===== src/rtl/nibble_seq_adder_pkg.sv =====
// nibble_seq_adder_pkg
// Shared definitions for the nibble-serial adder: FSM state encodings and
// the width of one arithmetic slice. Imported by the interface, the CLA
// slice and the top level.
package nibble_seq_adder_pkg;

    // Width of one carry-lookahead slice; operands are processed this many
    // bits per clock.
    localparam int NIBBLE_W = 4;

    // Sequencer states. The encoding is fixed so external tools and waves
    // see stable values.
    typedef enum logic [1:0] {
        IDLE = 2'd0,
        RUN  = 2'd1,
        DONE = 2'd2
    } state_e;

endpackage


===== src/rtl/nibble_seq_adder_if.sv =====
// nibble_seq_adder_if
// Groups the operand handshake and the result handshake of the
// nibble-serial adder.
//   in_valid/in_ready   : operand handshake (producer -> adder)
//   a, b, sub           : operands and operation select (0 = add, 1 = sub)
//   out_valid/out_ready : result handshake (adder -> consumer)
//   sum, cout, ovf, zero: result and flags
// Modports: master = the environment driving operands and consuming
// results, slave = the adder itself.
interface nibble_seq_adder_if
    import nibble_seq_adder_pkg::*;
#(
    parameter int WIDTH = 16
);

    logic             in_valid;
    logic             in_ready;
    logic [WIDTH-1:0] a;
    logic [WIDTH-1:0] b;
    logic             sub;
    logic             out_valid;
    logic             out_ready;
    logic [WIDTH-1:0] sum;
    logic             cout;
    logic             ovf;
    logic             zero;

    modport master (
        output in_valid, a, b, sub, out_ready,
        input  in_ready, out_valid, sum, cout, ovf, zero
    );

    modport slave (
        input  in_valid, a, b, sub, out_ready,
        output in_ready, out_valid, sum, cout, ovf, zero
    );

endinterface


===== src/rtl/nibble_seq_adder_cla4.sv =====
// cla4_slice
// Purely combinational 4-bit carry-lookahead adder slice.
//   a, b : nibble operands
//   cin  : carry into bit 0
//   s    : nibble sum
//   c3   : carry into bit 3 (needed for signed-overflow detection)
//   cout : carry out of bit 3
module cla4_slice
    import nibble_seq_adder_pkg::*;
(
    input  logic [NIBBLE_W-1:0] a,
    input  logic [NIBBLE_W-1:0] b,
    input  logic                cin,
    output logic [NIBBLE_W-1:0] s,
    output logic                c3,
    output logic                cout
);

    logic [NIBBLE_W-1:0] g;
    logic [NIBBLE_W-1:0] p;
    logic [NIBBLE_W:0]   c;

    // Generate/propagate terms, then every carry is expanded directly from
    // them and cin so no carry ripples through another.
    always_comb begin
        g    = a & b;
        p    = a ^ b;
        c[0] = cin;
        c[1] = g[0] | (p[0] & cin);
        c[2] = g[1] | (p[1] & g[0]) | (p[1] & p[0] & cin);
        c[3] = g[2] | (p[2] & g[1]) | (p[2] & p[1] & g[0])
             | (p[2] & p[1] & p[0] & cin);
        c[4] = g[3] | (p[3] & g[2]) | (p[3] & p[2] & g[1])
             | (p[3] & p[2] & p[1] & g[0])
             | (p[3] & p[2] & p[1] & p[0] & cin);
        s    = p ^ c[NIBBLE_W-1:0];
        c3   = c[3];
        cout = c[4];
    end

endmodule


===== src/rtl/nibble_seq_adder.sv =====
// nibble_seq_adder
// Sequential WIDTH-bit adder/subtractor that processes one nibble per clock
// through a single 4-bit carry-lookahead slice. A result appears WIDTH/4
// clocks after the operands are accepted and is held until consumed.
//   clk   : clock, all state changes on the rising edge
//   rst_n : asynchronous active-low reset
//   bus   : slave side of nibble_seq_adder_if (operand and result handshakes)
module nibble_seq_adder
    import nibble_seq_adder_pkg::*;
#(
    parameter int WIDTH = 16
)(
    input  logic                clk,
    input  logic                rst_n,
    nibble_seq_adder_if.slave   bus
);

    localparam int NUM_NIB = WIDTH / NIBBLE_W;
    localparam int IDX_W   = (NUM_NIB > 1) ? $clog2(NUM_NIB) : 1;
    localparam logic [IDX_W-1:0] IDX_LAST = IDX_W'(NUM_NIB - 1);
    localparam logic [IDX_W-1:0] IDX_ONE  = IDX_W'(1);

    state_e           state_q, state_d;
    logic [IDX_W-1:0] idx_q, idx_d;
    logic [WIDTH-1:0] opA_q, opA_d;
    logic [WIDTH-1:0] opB_q, opB_d;
    logic             carry_q, carry_d;
    logic [WIDTH-1:0] sum_q, sum_d;
    logic             cout_q, cout_d;
    logic             ovf_q, ovf_d;
    logic             zero_q, zero_d;

    logic [NIBBLE_W-1:0] sliceA;
    logic [NIBBLE_W-1:0] sliceB;
    logic [NIBBLE_W-1:0] sliceS;
    logic                sliceC3;
    logic                sliceCout;

    // Select the nibble currently being worked on.
    assign sliceA = opA_q[idx_q*NIBBLE_W +: NIBBLE_W];
    assign sliceB = opB_q[idx_q*NIBBLE_W +: NIBBLE_W];

    cla4_slice u_slice (
        .a    (sliceA),
        .b    (sliceB),
        .cin  (carry_q),
        .s    (sliceS),
        .c3   (sliceC3),
        .cout (sliceCout)
    );

    // Next-state and datapath update. Subtraction is done as A + ~B + 1:
    // B is inverted when latched and the carry register is seeded with sub.
    // The flags are only written on the final nibble so they describe the
    // whole word, and ovf compares carries around the MSB.
    always_comb begin
        state_d = state_q;
        idx_d   = idx_q;
        opA_d   = opA_q;
        opB_d   = opB_q;
        carry_d = carry_q;
        sum_d   = sum_q;
        cout_d  = cout_q;
        ovf_d   = ovf_q;
        zero_d  = zero_q;

        unique case (state_q)
            IDLE: begin
                if (bus.in_valid) begin
                    opA_d   = bus.a;
                    opB_d   = bus.b ^ {WIDTH{bus.sub}};
                    carry_d = bus.sub;
                    idx_d   = '0;
                    state_d = RUN;
                end
            end
            RUN: begin
                sum_d[idx_q*NIBBLE_W +: NIBBLE_W] = sliceS;
                carry_d = sliceCout;
                if (idx_q == IDX_LAST) begin
                    cout_d  = sliceCout;
                    ovf_d   = sliceC3 ^ sliceCout;
                    zero_d  = (sum_d == '0);
                    state_d = DONE;
                end else begin
                    idx_d = idx_q + IDX_ONE;
                end
            end
            DONE: begin
                if (bus.out_ready) begin
                    state_d = IDLE;
                end
            end
            default: begin
                state_d = IDLE;
            end
        endcase
    end

    // State register; reset abandons any operation in flight.
    always_ff @(posedge clk or negedge rst_n) begin
        if (!rst_n) begin
            state_q <= IDLE;
            idx_q   <= '0;
            opA_q   <= '0;
            opB_q   <= '0;
            carry_q <= 1'b0;
            sum_q   <= '0;
            cout_q  <= 1'b0;
            ovf_q   <= 1'b0;
            zero_q  <= 1'b0;
        end else begin
            state_q <= state_d;
            idx_q   <= idx_d;
            opA_q   <= opA_d;
            opB_q   <= opB_d;
            carry_q <= carry_d;
            sum_q   <= sum_d;
            cout_q  <= cout_d;
            ovf_q   <= ovf_d;
            zero_q  <= zero_d;
        end
    end

    // Handshakes come straight from the state; results from registers.
    always_comb begin
        bus.in_ready  = (state_q == IDLE);
        bus.out_valid = (state_q == DONE);
        bus.sum       = sum_q;
        bus.cout      = cout_q;
        bus.ovf       = ovf_q;
        bus.zero      = zero_q;
    end

endmodule


===== src/flat_wrapper.sv =====
// flat-port wrapper written by rule: the top's interface ports become plain ports
module nibble_seq_adder_flat import nibble_seq_adder_pkg::*;
#(
    parameter int WIDTH = 16
)
  (clk, rst_n, bus_in_valid, bus_a, bus_b, bus_sub, bus_out_ready, bus_in_ready, bus_out_valid, bus_sum, bus_cout, bus_ovf, bus_zero);
  nibble_seq_adder_if #(.WIDTH(WIDTH)) bus_i ();
  input  logic clk;
  input  logic rst_n;
  input wire logic [$bits(bus_i.in_valid)-1:0] bus_in_valid;
  input wire logic [$bits(bus_i.a)-1:0] bus_a;
  input wire logic [$bits(bus_i.b)-1:0] bus_b;
  input wire logic [$bits(bus_i.sub)-1:0] bus_sub;
  input wire logic [$bits(bus_i.out_ready)-1:0] bus_out_ready;
  output wire logic [$bits(bus_i.in_ready)-1:0] bus_in_ready;
  output wire logic [$bits(bus_i.out_valid)-1:0] bus_out_valid;
  output wire logic [$bits(bus_i.sum)-1:0] bus_sum;
  output wire logic [$bits(bus_i.cout)-1:0] bus_cout;
  output wire logic [$bits(bus_i.ovf)-1:0] bus_ovf;
  output wire logic [$bits(bus_i.zero)-1:0] bus_zero;
  assign bus_i.in_valid = bus_in_valid;
  assign bus_i.a = bus_a;
  assign bus_i.b = bus_b;
  assign bus_i.sub = bus_sub;
  assign bus_i.out_ready = bus_out_ready;
  assign bus_in_ready = bus_i.in_ready;
  assign bus_out_valid = bus_i.out_valid;
  assign bus_sum = bus_i.sum;
  assign bus_cout = bus_i.cout;
  assign bus_ovf = bus_i.ovf;
  assign bus_zero = bus_i.zero;
  nibble_seq_adder #(.WIDTH(WIDTH)) u_core (.clk(clk), .rst_n(rst_n), .bus(bus_i));
endmodule

===== config.mk =====
export PLATFORM = sky130hd
export DESIGN_NAME = nibble_seq_adder_flat
export DESIGN_NICKNAME = d
export VERILOG_FILES = /design/src/rtl/nibble_seq_adder_pkg.sv /design/src/rtl/nibble_seq_adder_if.sv /design/src/rtl/nibble_seq_adder_cla4.sv /design/src/rtl/nibble_seq_adder.sv /design/src/flat_wrapper.sv
export SDC_FILE = /design/constraint.sdc
export NUM_CORES = 1
export LEC_CHECK = 0
export ABC_AREA = 1
export ABC_CLOCK_PERIOD_IN_PS = 2600
export CELL_PAD_IN_SITES_DETAIL_PLACEMENT = 2
export CELL_PAD_IN_SITES_GLOBAL_PLACEMENT = 2
export CORE_ASPECT_RATIO = 1.75
export CORE_UTILIZATION = 27
export CTS_CLUSTER_SIZE = 16
export DETAILED_ROUTE_END_ITERATION = 6
export GPL_ROUTABILITY_DRIVEN = 0
export PLACE_DENSITY = 0.87
export SLEW_MARGIN = 20
export SYNTH_ARGS = -nofsm -noshare
export SYNTH_HDL_FRONTEND = slang
export SYNTH_SLANG_ARGS = --single-unit

===== constraint.sdc =====
create_clock -name clk -period 2.6 [get_ports clk]
set_input_delay 0.52 -clock clk [delete_from_list [all_inputs] [get_ports clk]]
set_output_delay 0.52 -clock clk [all_outputs]
set_load 0.05 [all_outputs]

==> results.toml <==
[timing]
max_freq_mhz = 385.7
slew_headroom = 0.5601
timing.hold.ws_ns = 0.2432
fin_ws_ns = 0.007281
fin_crit_sh = 0.9972
tightest_slew_ns = 0.6599
period_minus_slack_ns = 2.593
finalClockSkew_ns = 0.005901
final_hold_viol_count = 0
final_max_slew_viol_count = 0
finalSetupViolations = 0

[grt]
grt_max_degree = 47
overflow = 0
first_global_vias = 3307
grt_pass1_wl_mm = 16.37
grt_antenna_before_repair = 0
grtUsageTotal = 0.1879

[yosys]
synth_cell_types = 25
yosys_warnings = 0
yosysSeqAreaShare = 0.4590
syn_nets = 441
ys_seq_elements = 56
netlist_instances = 392
avgSynthCellArea_um2 = 7.788
synth_area_um2 = 3053

[floorplanning]
boundaryPins = 58
die_area_um2 = 11750
initial_core_util = 0.2765
num_rows = 51
dieWidth_um = 82.38
fp.coreArea_um2 = 11040
die_h_um = 142.7

[worst_setup_path]
path_max_fanout = 12
crit_end = "u_core.bus.zero"
worstReg2RegStart = "u_core.idx_q[0]"
reg2regPathDepth = 13
crit_type = "reg -> reg"
r2r_slack_ns = 0.007
crit_path_start_kind = "flop"
required_ns = 2.84
reg2reg_to = "u_core.bus.zero"
startpoint = "u_core.idx_q[0]"
crit_arrival_ns = 2.83
critPathCaptureType = "flop"

[clock_tree]
cts-hold-fix-buffers = 0
clk-insertion-delay-late_ns = 0.30
cts_root_buf = "clkbuf_16"
clk_pin_slew_ns = 0.07
tritoncts = "yes"
clock_sinks = 56
h-tree-depth = 2
clock_path_buffers = 2
cts_made_buffers = 5

[detailed_routing]
dr.pass1.iters = 4
wl_per_cell_um = 17.70
drtIter0Drc = 102
post-route-drc-count = 0
vias = 2914
drt-total-wl_mm = 10.36
via_per_inst = 4.981
drtAntennaViolNets = 0

[power_and_ir_drop]
peakVddDrop_uv = 534.1
power_density_nw_per_um2 = 1510
p_leak_nw = 1.864

[finish]
syn_to_final_growth_pct = 32.46
final_util = 0.3663
drive_gt1_frac = 0.1170
fin_nets = 501
num-fill-cells = 1313
instances_no_fill = 585
antennaDiodeCount = 0
final_area_um2 = 4044

[placed_design]
dp_slack_ns = -0.07210
port_buffers = 57
dpl-instance-area_um2 = 3787
dp_cells = 574
place_hpwl_mm = 7.951

[flow_run]
max-cap-violations = 0

[run_status]
outcome = "finished clean"

[min_path]
hp-class = "in -> async"
-- flip-flops by register name (all words and copies together), names as in the netlist --
signal,cells
u_core.opA_q,16
u_core.state_q,2
u_core.bus.sum,16
u_core.carry_q,1
u_core.bus.cout,1
u_core.idx_q,2
u_core.opB_q,16
u_core.bus.zero,1
u_core.bus.ovf,1
-- layer usage --
metal,share of wire,GRT usage,vias to the layer above
met5,0,0,-
met2,0.60,0.3702,64
li1,-,-,1376
met1,0.33,0.1723,1445
met4,0.050,0.1108,0
met3,0.020,0.02364,29
-- cell type report --
class	instances	area (um^2)	area share
Multi-Input combinational cell	289	1511	0.3738
Sequential cell	56	1403	0.3468
Timing Repair Buffer	68	690.7	0.1708
Tap cell	132	165.2	0.04084
Clock buffer	6	128.9	0.03187
Inverter	32	128.9	0.03187
Clock inverter	2	16.27	0.004022
-- placed cells by master, fill, tap and decap left out, types with 4 or more instances in the layout --
master	count
nand2_1	121
clkdlybuf4s50_1	56
dfrtp_1	55
o21ai_0	43
nor2_1	33
inv_1	25
xnor2_1	16
nand3_1	12
nand2_2	10
ha_1	10
o22ai_1	8
buf_4	8
o21ai_1	6
nand4_1	6
clkbuf_16	6
inv_2	5
nor2_2	4
a31oi_1	4
-- critical path: stages (launching register included) --
cell	delay (ns)
dfrtp_2	0.48
buf_12	0.18
o21ai_1	0.22
o22ai_2	0.13
ha_2	0.41
nand3_1	0.14
nand3_1	0.18
nand2_2	0.13
nand3_1	0.10
and2_1	0.18
nand2_1	0.09
nor2_1	0.11
nand3_1	0.10
nand2_1	0.07
-- power breakdown --
group	total [mW]	switching (mW)	internal, mW
logic	3.86	2.56	1.31
registers	1.57	0.301	1.27
clock network	0.678	0.318	0.360
total	6.11	3.18	2.93
-- worst min path at each step --
stage | slack [ns] | cells past startpoint | to
finish | 0.24 | 1 | u_core.opB_q[2]
detailed placement | 0.47 | 2 | u_core.opB_q[6]
floorplan | 0.22 | 0 | u_core.bus.cout
CTS | 0.26 | 1 | u_core.opB_q[2]
global route | 0.29 | 1 | u_core.opA_q[2]
global placement | 0.47 | 2 | u_core.opB_q[6]
-- cells by family after synthesis --
logic type | after synthesis | share of synthesized area
DFF | 56 | 0.4590
adders and majority gates | 12 | 0.05164
xor gates and xnor gates | 16 | 0.04590
buffers and inverters | 47 | 0.06188
AOI/OAI and AO/OA | 70 | 0.1230
and+or+nand+nor | 191 | 0.2586
-- synthesized netlist by cell type, drive strengths merged --
| library cell | number | area [um^2] |
|---|---|---|
| a21oi | 3 | 15.01 |
| a31oi | 4 | 25.02 |
| and2 | 2 | 15.02 |
| buf | 10 | 50.05 |
| clkbuf | 5 | 18.77 |
| clkinv | 1 | 3.750 |
| dfrtp | 56 | 1401 |
| fa | 1 | 20.02 |
| ha | 11 | 137.6 |
| inv | 31 | 116.4 |
| nand2 | 131 | 514.2 |
| nand3 | 12 | 60.06 |
| nand4 | 6 | 37.54 |
| nor2 | 38 | 150.2 |
| o21ai | 51 | 259.0 |
| o22ai | 11 | 68.82 |
| o31ai | 1 | 7.510 |
| or2 | 2 | 12.52 |
| xnor2 | 16 | 140.1 |
-- metrics by stage --
stage | TNS, ns | power [mW]
after CTS | 0 | 5.916
after global placement | 0 | 4.897
after detailed placement | -0.07210 | 5.128
final | 0 | 6.107
after floorplan | 0 | 3.902
after global routing | -0.08431 | 6.552
-- what timing repair did --
action | in CTS | in global routing
gates cloned | 0 | 1
setup endpoints to repair | 2 | 3
resized for setup | 8 | 19
buffers inserted | 0 | 2
pin swaps | 0 | 6
Power figures use the tool's default switching activity.
